`config.mk`:
```
export PLATFORM = sky130hd
export DESIGN_NAME = imem_boot_ctrl_flat
export DESIGN_NICKNAME = d
export VERILOG_FILES = /design/src/rtl/imem_boot_ctrl_pkg.sv /design/src/rtl/imem_boot_ctrl_if.sv /design/src/rtl/imem_boot_ctrl_byte_word_packer.sv /design/src/rtl/imem_boot_ctrl.sv /design/src/flat_wrapper.sv
export SDC_FILE = /design/constraint.sdc
export NUM_CORES = 1
export LEC_CHECK = 0
export ABC_AREA = 1
export CELL_PAD_IN_SITES_DETAIL_PLACEMENT = 1
export CELL_PAD_IN_SITES_GLOBAL_PLACEMENT = 1
export CORE_ASPECT_RATIO = 1.5
export CORE_MARGIN = 1
export CORE_UTILIZATION = 25
export CTS_BUF_LIST = sky130_fd_sc_hd__clkbuf_16
export DETAILED_ROUTE_END_ITERATION = 6
export PLACE_DENSITY_LB_ADDON = 0.3
export SYNTH_ARGS = -nofsm -noshare
export SYNTH_HDL_FRONTEND = slang
export SYNTH_SLANG_ARGS = --single-unit
export TNS_END_PERCENT = 5
```
`constraint.sdc`:
```
create_clock -name clk -period 2.9 [get_ports clk]
set_clock_uncertainty 0.2 [all_clocks]
set_input_delay 0.725 -clock clk [delete_from_list [all_inputs] [get_ports clk]]
set_output_delay 0.725 -clock clk [all_outputs]
set_load 0.02 [all_outputs]
```
`src/rtl/imem_boot_ctrl_pkg.sv`:
```
// Shared types and constants for the instruction-memory boot controller.
package imem_boot_pkg;

  localparam int BYTES_PER_WORD = 4;
  localparam int IMEM_WORDS     = 64;

  typedef enum logic [1:0] {
    IDLE  = 2'd0,
    LOAD  = 2'd1,
    WRITE = 2'd2,
    RUN   = 2'd3
  } boot_state_t;

endpackage

```
`src/rtl/imem_boot_ctrl_if.sv`:
```
// Byte-stream boot interface: the source drives valid/data, the controller drives ready.
interface imem_boot_ctrl_if;

  logic       byte_valid;
  logic [7:0] byte_data;
  logic       byte_ready;

  modport master (output byte_valid, output byte_data, input byte_ready);
  modport slave  (input byte_valid, input byte_data, output byte_ready);

endinterface

```
`src/rtl/imem_boot_ctrl_byte_word_packer.sv`:
```
// Assembles four accepted bytes into a big-endian word; word_valid_o marks the 4th byte.
module byte_word_packer
  import imem_boot_pkg::*;
(
  input  logic        clk,
  input  logic        reset_n,
  input  logic        clr_i,
  input  logic        accept_i,
  input  logic [7:0]  byte_i,
  output logic [31:0] word_next_o,
  output logic        word_valid_o
);

  localparam logic [1:0] LAST_BYTE = 2'(BYTES_PER_WORD - 1);

  // Only the three older bytes need storage; the 4th is taken straight from the input.
  logic [23:0] buf_q, buf_d;
  logic [1:0]  cnt_q, cnt_d;

  assign word_next_o  = {buf_q, byte_i};
  assign word_valid_o = accept_i && (cnt_q == LAST_BYTE);

  // Next shift-register and byte-count values.
  always_comb begin
    buf_d = buf_q;
    cnt_d = cnt_q;
    if (clr_i) begin
      buf_d = 24'h0;
      cnt_d = 2'd0;
    end else if (accept_i) begin
      buf_d = word_next_o[23:0];
      cnt_d = cnt_q + 2'd1;
    end else begin
      buf_d = buf_q;
      cnt_d = cnt_q;
    end
  end

  // Packer state registers.
  always_ff @(posedge clk) begin
    if (!reset_n) begin
      buf_q <= 24'h0;
      cnt_q <= 2'd0;
    end else begin
      buf_q <= buf_d;
      cnt_q <= cnt_d;
    end
  end

endmodule

```
`src/rtl/imem_boot_ctrl.sv`:
```
// Boot-load sequencer and instruction-memory port arbiter.
// Optional: define IMEM_BOOT_CHECKSUM_EN to add a running-XOR checksum output.
module imem_boot_ctrl
  import imem_boot_pkg::*;
#(
  parameter int ADDR_W = 6,
  parameter int WORDS  = IMEM_WORDS
) (
  input  logic              clk,
  input  logic              reset_n,
  input  logic              load_start,
  input  logic [ADDR_W:0]   load_len,
  imem_boot_ctrl_if.slave   boot_if,
  input  logic [ADDR_W-1:0] cpu_addr,
  output logic [ADDR_W-1:0] mem_addr,
  output logic              mem_we,
  output logic [31:0]       mem_wdata,
  output logic              cpu_run,
  output logic              load_done,
  output logic [ADDR_W:0]   words_written
`ifdef IMEM_BOOT_CHECKSUM_EN
  ,
  output logic [31:0]       checksum
`endif
);

  localparam logic [1:0] ST_IDLE  = 2'(IDLE);
  localparam logic [1:0] ST_LOAD  = 2'(LOAD);
  localparam logic [1:0] ST_WRITE = 2'(WRITE);
  localparam logic [1:0] ST_RUN   = 2'(RUN);

  localparam logic [ADDR_W:0]   WORDS_L  = WORDS[ADDR_W:0];
  localparam logic [ADDR_W:0]   ONE_CNT  = {{ADDR_W{1'b0}}, 1'b1};
  localparam logic [ADDR_W-1:0] ONE_PTR  = {{(ADDR_W-1){1'b0}}, 1'b1};

  logic [1:0]        state_q, state_d;
  logic [ADDR_W:0]   len_q, len_d;
  logic [ADDR_W-1:0] ptr_q, ptr_d;
  logic [ADDR_W:0]   ww_q, ww_d;
  logic              byte_ready_q, byte_ready_d;
  logic              mem_we_q, mem_we_d;
  logic [31:0]       mem_wdata_q, mem_wdata_d;
  logic              load_done_q, load_done_d;
  logic              cpu_run_q, cpu_run_d;

  logic [ADDR_W:0]   len_clamped_s;
  logic              last_word_s;
  logic              accept_s;
  logic              word_valid_s;
  logic [31:0]       word_next_s;

  assign accept_s      = boot_if.byte_valid && byte_ready_q;
  assign len_clamped_s = (load_len > WORDS_L) ? WORDS_L : load_len;
  assign last_word_s   = ((ww_q + ONE_CNT) == len_q);

  byte_word_packer u_packer (
    .clk          (clk),
    .reset_n      (reset_n),
    .clr_i        (load_start),
    .accept_i     (accept_s),
    .byte_i       (boot_if.byte_data),
    .word_next_o  (word_next_s),
    .word_valid_o (word_valid_s)
  );

  // FSM next state, counters and registered-output next values.
  always_comb begin
    state_d     = state_q;
    len_d       = len_q;
    ptr_d       = ptr_q;
    ww_d        = ww_q;
    mem_wdata_d = mem_wdata_q;
    load_done_d = 1'b0;
    if (load_start) begin
      // A restart from any state wins; a write already on the bus still completes.
      len_d = len_clamped_s;
      ptr_d = {ADDR_W{1'b0}};
      ww_d  = {(ADDR_W+1){1'b0}};
      if (len_clamped_s == {(ADDR_W+1){1'b0}}) begin
        state_d     = ST_RUN;
        load_done_d = 1'b1;
      end else begin
        state_d = ST_LOAD;
      end
    end else begin
      case (state_q)
        ST_IDLE: state_d = ST_IDLE;
        ST_LOAD: begin
          if (word_valid_s) begin
            state_d     = ST_WRITE;
            mem_wdata_d = word_next_s;
            load_done_d = last_word_s;
          end else begin
            state_d = ST_LOAD;
          end
        end
        ST_WRITE: begin
          ptr_d   = ptr_q + ONE_PTR;
          ww_d    = ww_q + ONE_CNT;
          state_d = last_word_s ? ST_RUN : ST_LOAD;
        end
        ST_RUN:  state_d = ST_RUN;
        default: state_d = ST_IDLE;
      endcase
    end
    byte_ready_d = (state_d == ST_LOAD);
    mem_we_d     = (state_d == ST_WRITE);
    cpu_run_d    = (state_d == ST_RUN);
  end

  // Controller state and output registers.
  always_ff @(posedge clk) begin
    if (!reset_n) begin
      state_q      <= ST_IDLE;
      len_q        <= {(ADDR_W+1){1'b0}};
      ptr_q        <= {ADDR_W{1'b0}};
      ww_q         <= {(ADDR_W+1){1'b0}};
      byte_ready_q <= 1'b0;
      mem_we_q     <= 1'b0;
      mem_wdata_q  <= 32'h0;
      load_done_q  <= 1'b0;
      cpu_run_q    <= 1'b0;
    end else begin
      state_q      <= state_d;
      len_q        <= len_d;
      ptr_q        <= ptr_d;
      ww_q         <= ww_d;
      byte_ready_q <= byte_ready_d;
      mem_we_q     <= mem_we_d;
      mem_wdata_q  <= mem_wdata_d;
      load_done_q  <= load_done_d;
      cpu_run_q    <= cpu_run_d;
    end
  end

  // Memory address port belongs to the CPU fetch path only while running.
  always_comb begin
    if (state_q == ST_RUN) begin
      mem_addr = cpu_addr;
    end else begin
      mem_addr = ptr_q;
    end
  end

  assign boot_if.byte_ready = byte_ready_q;
  assign mem_we             = mem_we_q;
  assign mem_wdata          = mem_wdata_q;
  assign cpu_run            = cpu_run_q;
  assign load_done          = load_done_q;
  assign words_written      = ww_q;

`ifdef IMEM_BOOT_CHECKSUM_EN
  logic [31:0] checksum_q, checksum_d;

  // Folded in as the word enters WRITE, so the sum is complete while load_done is high.
  always_comb begin
    if (load_start) begin
      checksum_d = 32'h0;
    end else if ((state_q == ST_LOAD) && word_valid_s) begin
      checksum_d = checksum_q ^ word_next_s;
    end else begin
      checksum_d = checksum_q;
    end
  end

  // Checksum register.
  always_ff @(posedge clk) begin
    if (!reset_n) begin
      checksum_q <= 32'h0;
    end else begin
      checksum_q <= checksum_d;
    end
  end

  assign checksum = checksum_q;
`endif

endmodule
```
`src/flat_wrapper.sv`:
```
// flat-port wrapper written by rule: the top's interface ports become plain ports
module imem_boot_ctrl_flat import imem_boot_pkg::*;
#(
  parameter int ADDR_W = 6,
  parameter int WORDS  = IMEM_WORDS
)
  (clk, reset_n, load_start, load_len, cpu_addr, mem_addr, mem_we, mem_wdata, cpu_run, load_done, words_written, boot_if_byte_valid, boot_if_byte_data, boot_if_byte_ready);
  imem_boot_ctrl_if boot_if_i ();
  input  logic clk;
  input  logic reset_n;
  input  logic load_start;
  input  logic [ADDR_W:0] load_len;
  input  logic [ADDR_W-1:0] cpu_addr;
  output logic [ADDR_W-1:0] mem_addr;
  output logic mem_we;
  output logic [31:0] mem_wdata;
  output logic cpu_run;
  output logic load_done;
  output logic [ADDR_W:0] words_written;
  input wire logic [$bits(boot_if_i.byte_valid)-1:0] boot_if_byte_valid;
  input wire logic [$bits(boot_if_i.byte_data)-1:0] boot_if_byte_data;
  output wire logic [$bits(boot_if_i.byte_ready)-1:0] boot_if_byte_ready;
  assign boot_if_i.byte_valid = boot_if_byte_valid;
  assign boot_if_i.byte_data = boot_if_byte_data;
  assign boot_if_byte_ready = boot_if_i.byte_ready;
  imem_boot_ctrl #(.ADDR_W(ADDR_W), .WORDS(WORDS)) u_core (.clk(clk), .reset_n(reset_n), .load_start(load_start), .load_len(load_len), .boot_if(boot_if_i), .cpu_addr(cpu_addr), .mem_addr(mem_addr), .mem_we(mem_we), .mem_wdata(mem_wdata), .cpu_run(cpu_run), .load_done(load_done), .words_written(words_written));
endmodule
```
## Word level (Yosys, flattened, before mapping)

Index checks and enable logic that the tools add are counted.

- Memory bits (writable): 0
- Bits in latches: 0
- Flip-flop bits (word level): 84
- Word-level logic and storage cells: 42
- Bits in read-only memories: 0
- Memories kept: 0
- Output and inout port bits: 49

- Eq/ne operators: 8
- Div/mod/pow operators: 0
- Add/sub/neg operators: 3
- Reduce and logical (&&, ||, !) cells: 6
- $lt $le $gt $ge: 1
- Bitwise logic cells: 2
- Muxes and demuxes: 11
- Shifts and indexed selects: 0
- Multipliers: 0

Operator list:

| kind | count |
|---|---|
| $eq A2 B2 Y1 const B | 5 |
| $mux W2 | 4 |
| $pmux W2 S4 | 1 |
| $add A7 B1 Y7 const B | 1 |
| $eq A7 B7 Y1 | 1 |
| $gt A7 B7 Y1 const B | 1 |
| $logic_not A7 Y1 | 1 |
| $mux W7 | 1 |
| $add A6 B1 Y6 const B | 1 |
| $mux W6 | 1 |
| $eq A2 B1 Y1 const B | 2 |
| $mux W1 | 4 |
| $reduce_and A3 Y1 | 1 |
| $add A2 B1 Y2 const B | 1 |
| $logic_and A1 B1 Y1 | 2 |
| $logic_not A2 Y1 | 1 |
| $not A1 Y1 | 2 |
| $reduce_or A2 Y1 | 1 |

## Longest topological paths before layout

- Word-level depth: 6
- Gate-level depth with buffers: 15
- Gate-level depth less buffers: 15

## Hierarchy

A second synthesis with hierarchy kept.

- Cells, all modules: 468
- Area, all modules: 3621.0 um2

Modules (own cells, without submodules):

| module | area an instance (um2) | sequential area each (um2) | cells an instance | times used |
|---|---|---|---|---|
| imem_boot_ctrl | 2456.1 | 1161.1 | 341 | 1 |
| byte_word_packer | 1164.9 | 520.5 | 127 | 1 |

## Worst setup path after synthesis

Ideal clock, no wire load.

- Path type: input-to-output
- Start point: input cpu_addr[0]
- End point: output mem_addr[0]
- Path buffers: 0
- Data arrival time: 1.106 ns
- Required time: 1.975 ns
- Stages: 2
- Path slack: 0.869 ns
- Path through: nor2_1 > a21oi_1

- Word-level cells in the longest chain between the ends: 1

RTL lines:

| what | line | RTL |
|---|---|---|
| start, declared | flat_wrapper.sv:13 | `input logic [ADDR_W-1:0] cpu_addr;` |
| $mux W6 | imem_boot_ctrl.sv:138 | `if (state_q == ST_RUN) begin` |
| end, declared | flat_wrapper.sv:14 | `output logic [ADDR_W-1:0] mem_addr;` |

Every way passes these cells.

## Worst setup path in the final report

Same ends and word-level chain as after synthesis.

==> key figures <==
Timing
  • Max-slew violations: 0
  • Final period util: 98.84%
  • Fmax: approximately 350 MHz
  • Min Tclk post-route: 2.866 ns
  • Final setup fails: 0
  • Setup tns final: 0 ns
  • Post-route setup slack: roughly 0.034 ns
  • Tightest Pin Transition: approximately 0.5 ns
  • WHS: around 0.27 ns
  • Max_slew headroom: between 60% and 70%
  • RSZ-0062 raised after global routing: false
  • Final Hold Fails: 0

Synthesis
  • Ys Warns: 0
  • Yosys reg bits: 84
  • Ranking of synthesized cells by area: dfxtp_1, nor2_1, o21ai_0
  • Netlist cell types: 32
  • Synth Flop Type: dfxtp_1
  • Syn Nets: between 400 and 500
  • Post-synth top cells: nor2_1, dfxtp_1, o21ai_0
  • Mapped Cells: between 400 and 500
  • Cell Area, Synth: approximately 3300 um^2
  • EDFF count, synth: 0
  • Syn avg cell area: roughly 7.5 um^2
  • Share of the yosys chip area belonging to registers: roughly 50%
  • Yosys top cell area share: around 51%
  • Async SR Flop Fraction: 0%
  • Leading area contributor after synthesis: dfxtp_1
  • Top-count cell post-synth: nor2_1

Die
  • I/O pins: 74
  • DIE WIDTH: roughly 96 um
  • Die Span Y: 142.3 um
  • Core area: roughly 13000 um^2
  • Placement row count: 50
  • Die Area: 13590 um^2
  • Initial Util: between 20% and 30%

Worst setup path
  • Crit-path most repeated cell: clkdlybuf4s50_1
  • Critical path's top delay family: buffers and inverters
  • Critical path's slowest cell: clkdlybuf4s50_1
  • Buf+Inv Stages, Crit Path: 2
  • CP required: between 1.5 and 2 ns
  • Critical Path AT: 1.94 ns
  • Startpoint types: input port
  • Reg2Reg Setup Slack: ~0.87 ns
  • Crit Path Max Fanout: 1
  • Worst path cell trace: clkdlybuf4s50_1 > nor2_1 > a21oi_1 > clkdlybuf4s50_1
  • CP Class: input port to output port
  • Worst setup EP type: output port
  • Crit path largest cell delay: 0.61 ns

Routing
  • Routed Antenna Nets: 0
  • Wire per inst: approximately 14 um
  • Pre-Repair DR Iteration Count: 4
  • Number of remaining DRC errors: 0
  • Via count: 3083
  • Starting DRC count in detailed routing: 64
  • Vias per cell: between 4 and 5
  • Total Wirelength: about 9400 um

Place
  • Port Buffers: 73
  • Gpl congestion: about 0.73
  • Dpl ws: -0.01940 ns
  • Post-DP Area: between 4000 and 5000 um^2
  • Post-DP HPWL: 6986 um

Clocking
  • CTS max path bufs: 2
  • Clk_lat worst skew: around 0.34 ns
  • Num CTS Buffers: 9
  • CTS H-tree lvls: 3
  • Clock Sink Count: 84
  • Setup Buffers After CTS: 0
  • Cts hold-fix bufs: 0
  • CTS tree: done
  • Root buf cell: clkbuf_16
  • CTS clk-pin slew, worst paths: about 0.060 ns

Cells and area
  • N_diodes: 0
  • Nets: roughly 540
  • Area growth syn-to-layout: 36.40%
  • Layout cells sized above 1: 7.707%
  • Register area: between 1500 and 2000 um^2
  • Final Cell Area: ~4500 um^2
  • Area of the multi-input gates: approximately 1400 um^2
  • Fillcell total: ~1500

Power and ir drop
  • Pwr Total: about 2.3 mW
  • Worst vdd ir: approximately 0.00022 V
  • P per Cell Area: 522.5 nW/um^2
  • Lkg Pwr: between 1.5 and 2 nW

Run status
  • Outcome: finished, final reports clean

Job
  • Max Cap Violations: 0

Global route
  • Vias in the first global route: roughly 3200
  • Gr usage total: approximately 15%
  • Initial antenna violation count: 0
  • First-pass GRT wire length: between 15000 and 20000 um
  • Grt total ovfl: 0
  • Largest net degree at the start of global routing: 36

Worst hold path
  • Worst min path class: flop to flop
## where the power goes
part	switching [mW]	total [mW]	internal (mW)
registers	0.00990	1.18	1.17
logic	0.0735	0.132	0.0586
clock network	0.461	1.03	0.566
## per-stage QoR
step           util (%)  instances
2_1_floorplan         -        440
3_3_place_gp      33.38        660
3_5_place_dp      33.38        660
4_1_cts           35.38        675
5_1_grt           35.40        675
6_report          35.40        675
## repair_timing
action | in CTS | in global routing
resized for setup | 4 | 1
pin swaps | 0 | 0
setup endpoints to repair | 4 | 2
## tightest hold or removal path: cells and delay by family (launching register included)
family          cells  cell delay [ns]
flops               1             0.31
simple gates        1             0.06
compound gates      1             0.05
## final cells by class
type,count,area share [%]
flip-flops and latches,84,37.59
clock inverters,6,0.7273
multi-input cells,300,30.91
clock buffers,9,5.035
repair buffers,84,18.35
well taps,156,4.364
inverters,36,3.021
## routing by layer
metal / global-route usage [%] / up-vias / share of wire (%)
met3: 3.579 / 13 / 3.5
met1: 15.81 / 1461 / 40
li1: - / 1555 / -
met5: 0 / - / 0
met2: 27.86 / 54 / 54
met4: 6.756 / 0 / 1.9
## sequential cells by signal, summed over array words and instances, names as in the netlist
signal	cells
u_core.boot_if.byte_ready	1
u_core.cpu_run	1
u_core.len_q	7
u_core.load_done	1
u_core.mem_wdata	32
u_core.mem_we	1
u_core.ptr_q	6
u_core.state_q	2
u_core.u_packer.buf_q	24
u_core.u_packer.cnt_q	2
u_core.words_written	7
## kinds of logic (layout without fill, tap and decap cells)
kind of cell | count (synthesis) | count (layout) | synth area share (%)
buffers and inverters | 56 | 135 | 6.715
muxes | 1 | 1 | 0.3434
adders and majority gates | 3 | 3 | 1.145
xor gates and xnor gates | 3 | 3 | 0.8014
AOI/OAI and AO/OA | 95 | 95 | 15.41
and+or+nand+nor | 198 | 198 | 24.30
DFF | 84 | 84 | 51.28
## layout by cell type, fill, tap and decap left out, drive strengths merged
cell type        n
dlygate4sd2      4
clkinv           5
o21bai           1
a32o             1
nor2           118
o21ai           60
xor2             2
a31oi            1
nand3           13
nor4             1
a21oi           26
inv             35
buf             11
nand3b           1
clkdlybuf4s50   69
clkbuf           9
or2              1
xnor2            1
nor3b            1
ha               3
a211oi           3
mux2             1
nand2           59
a32oi            2
o211ai           1
nor3             4
clkinvlp         2
dfxtp           84
## final timing paths
check / startpoint / endpoint / cells past startpoint
hold reg to reg: u_core.u_packer.buf_q[19] / u_core.u_packer.buf_q[19] / 2
setup reg to reg: u_core.words_written[0] / u_core.cpu_run / 15
hold / removal: u_core.u_packer.buf_q[19] / u_core.u_packer.buf_q[19] / 2
setup / recovery: cpu_addr[0] / mem_addr[0] / 4
Note: power is estimated with default switching activity, not from simulation.
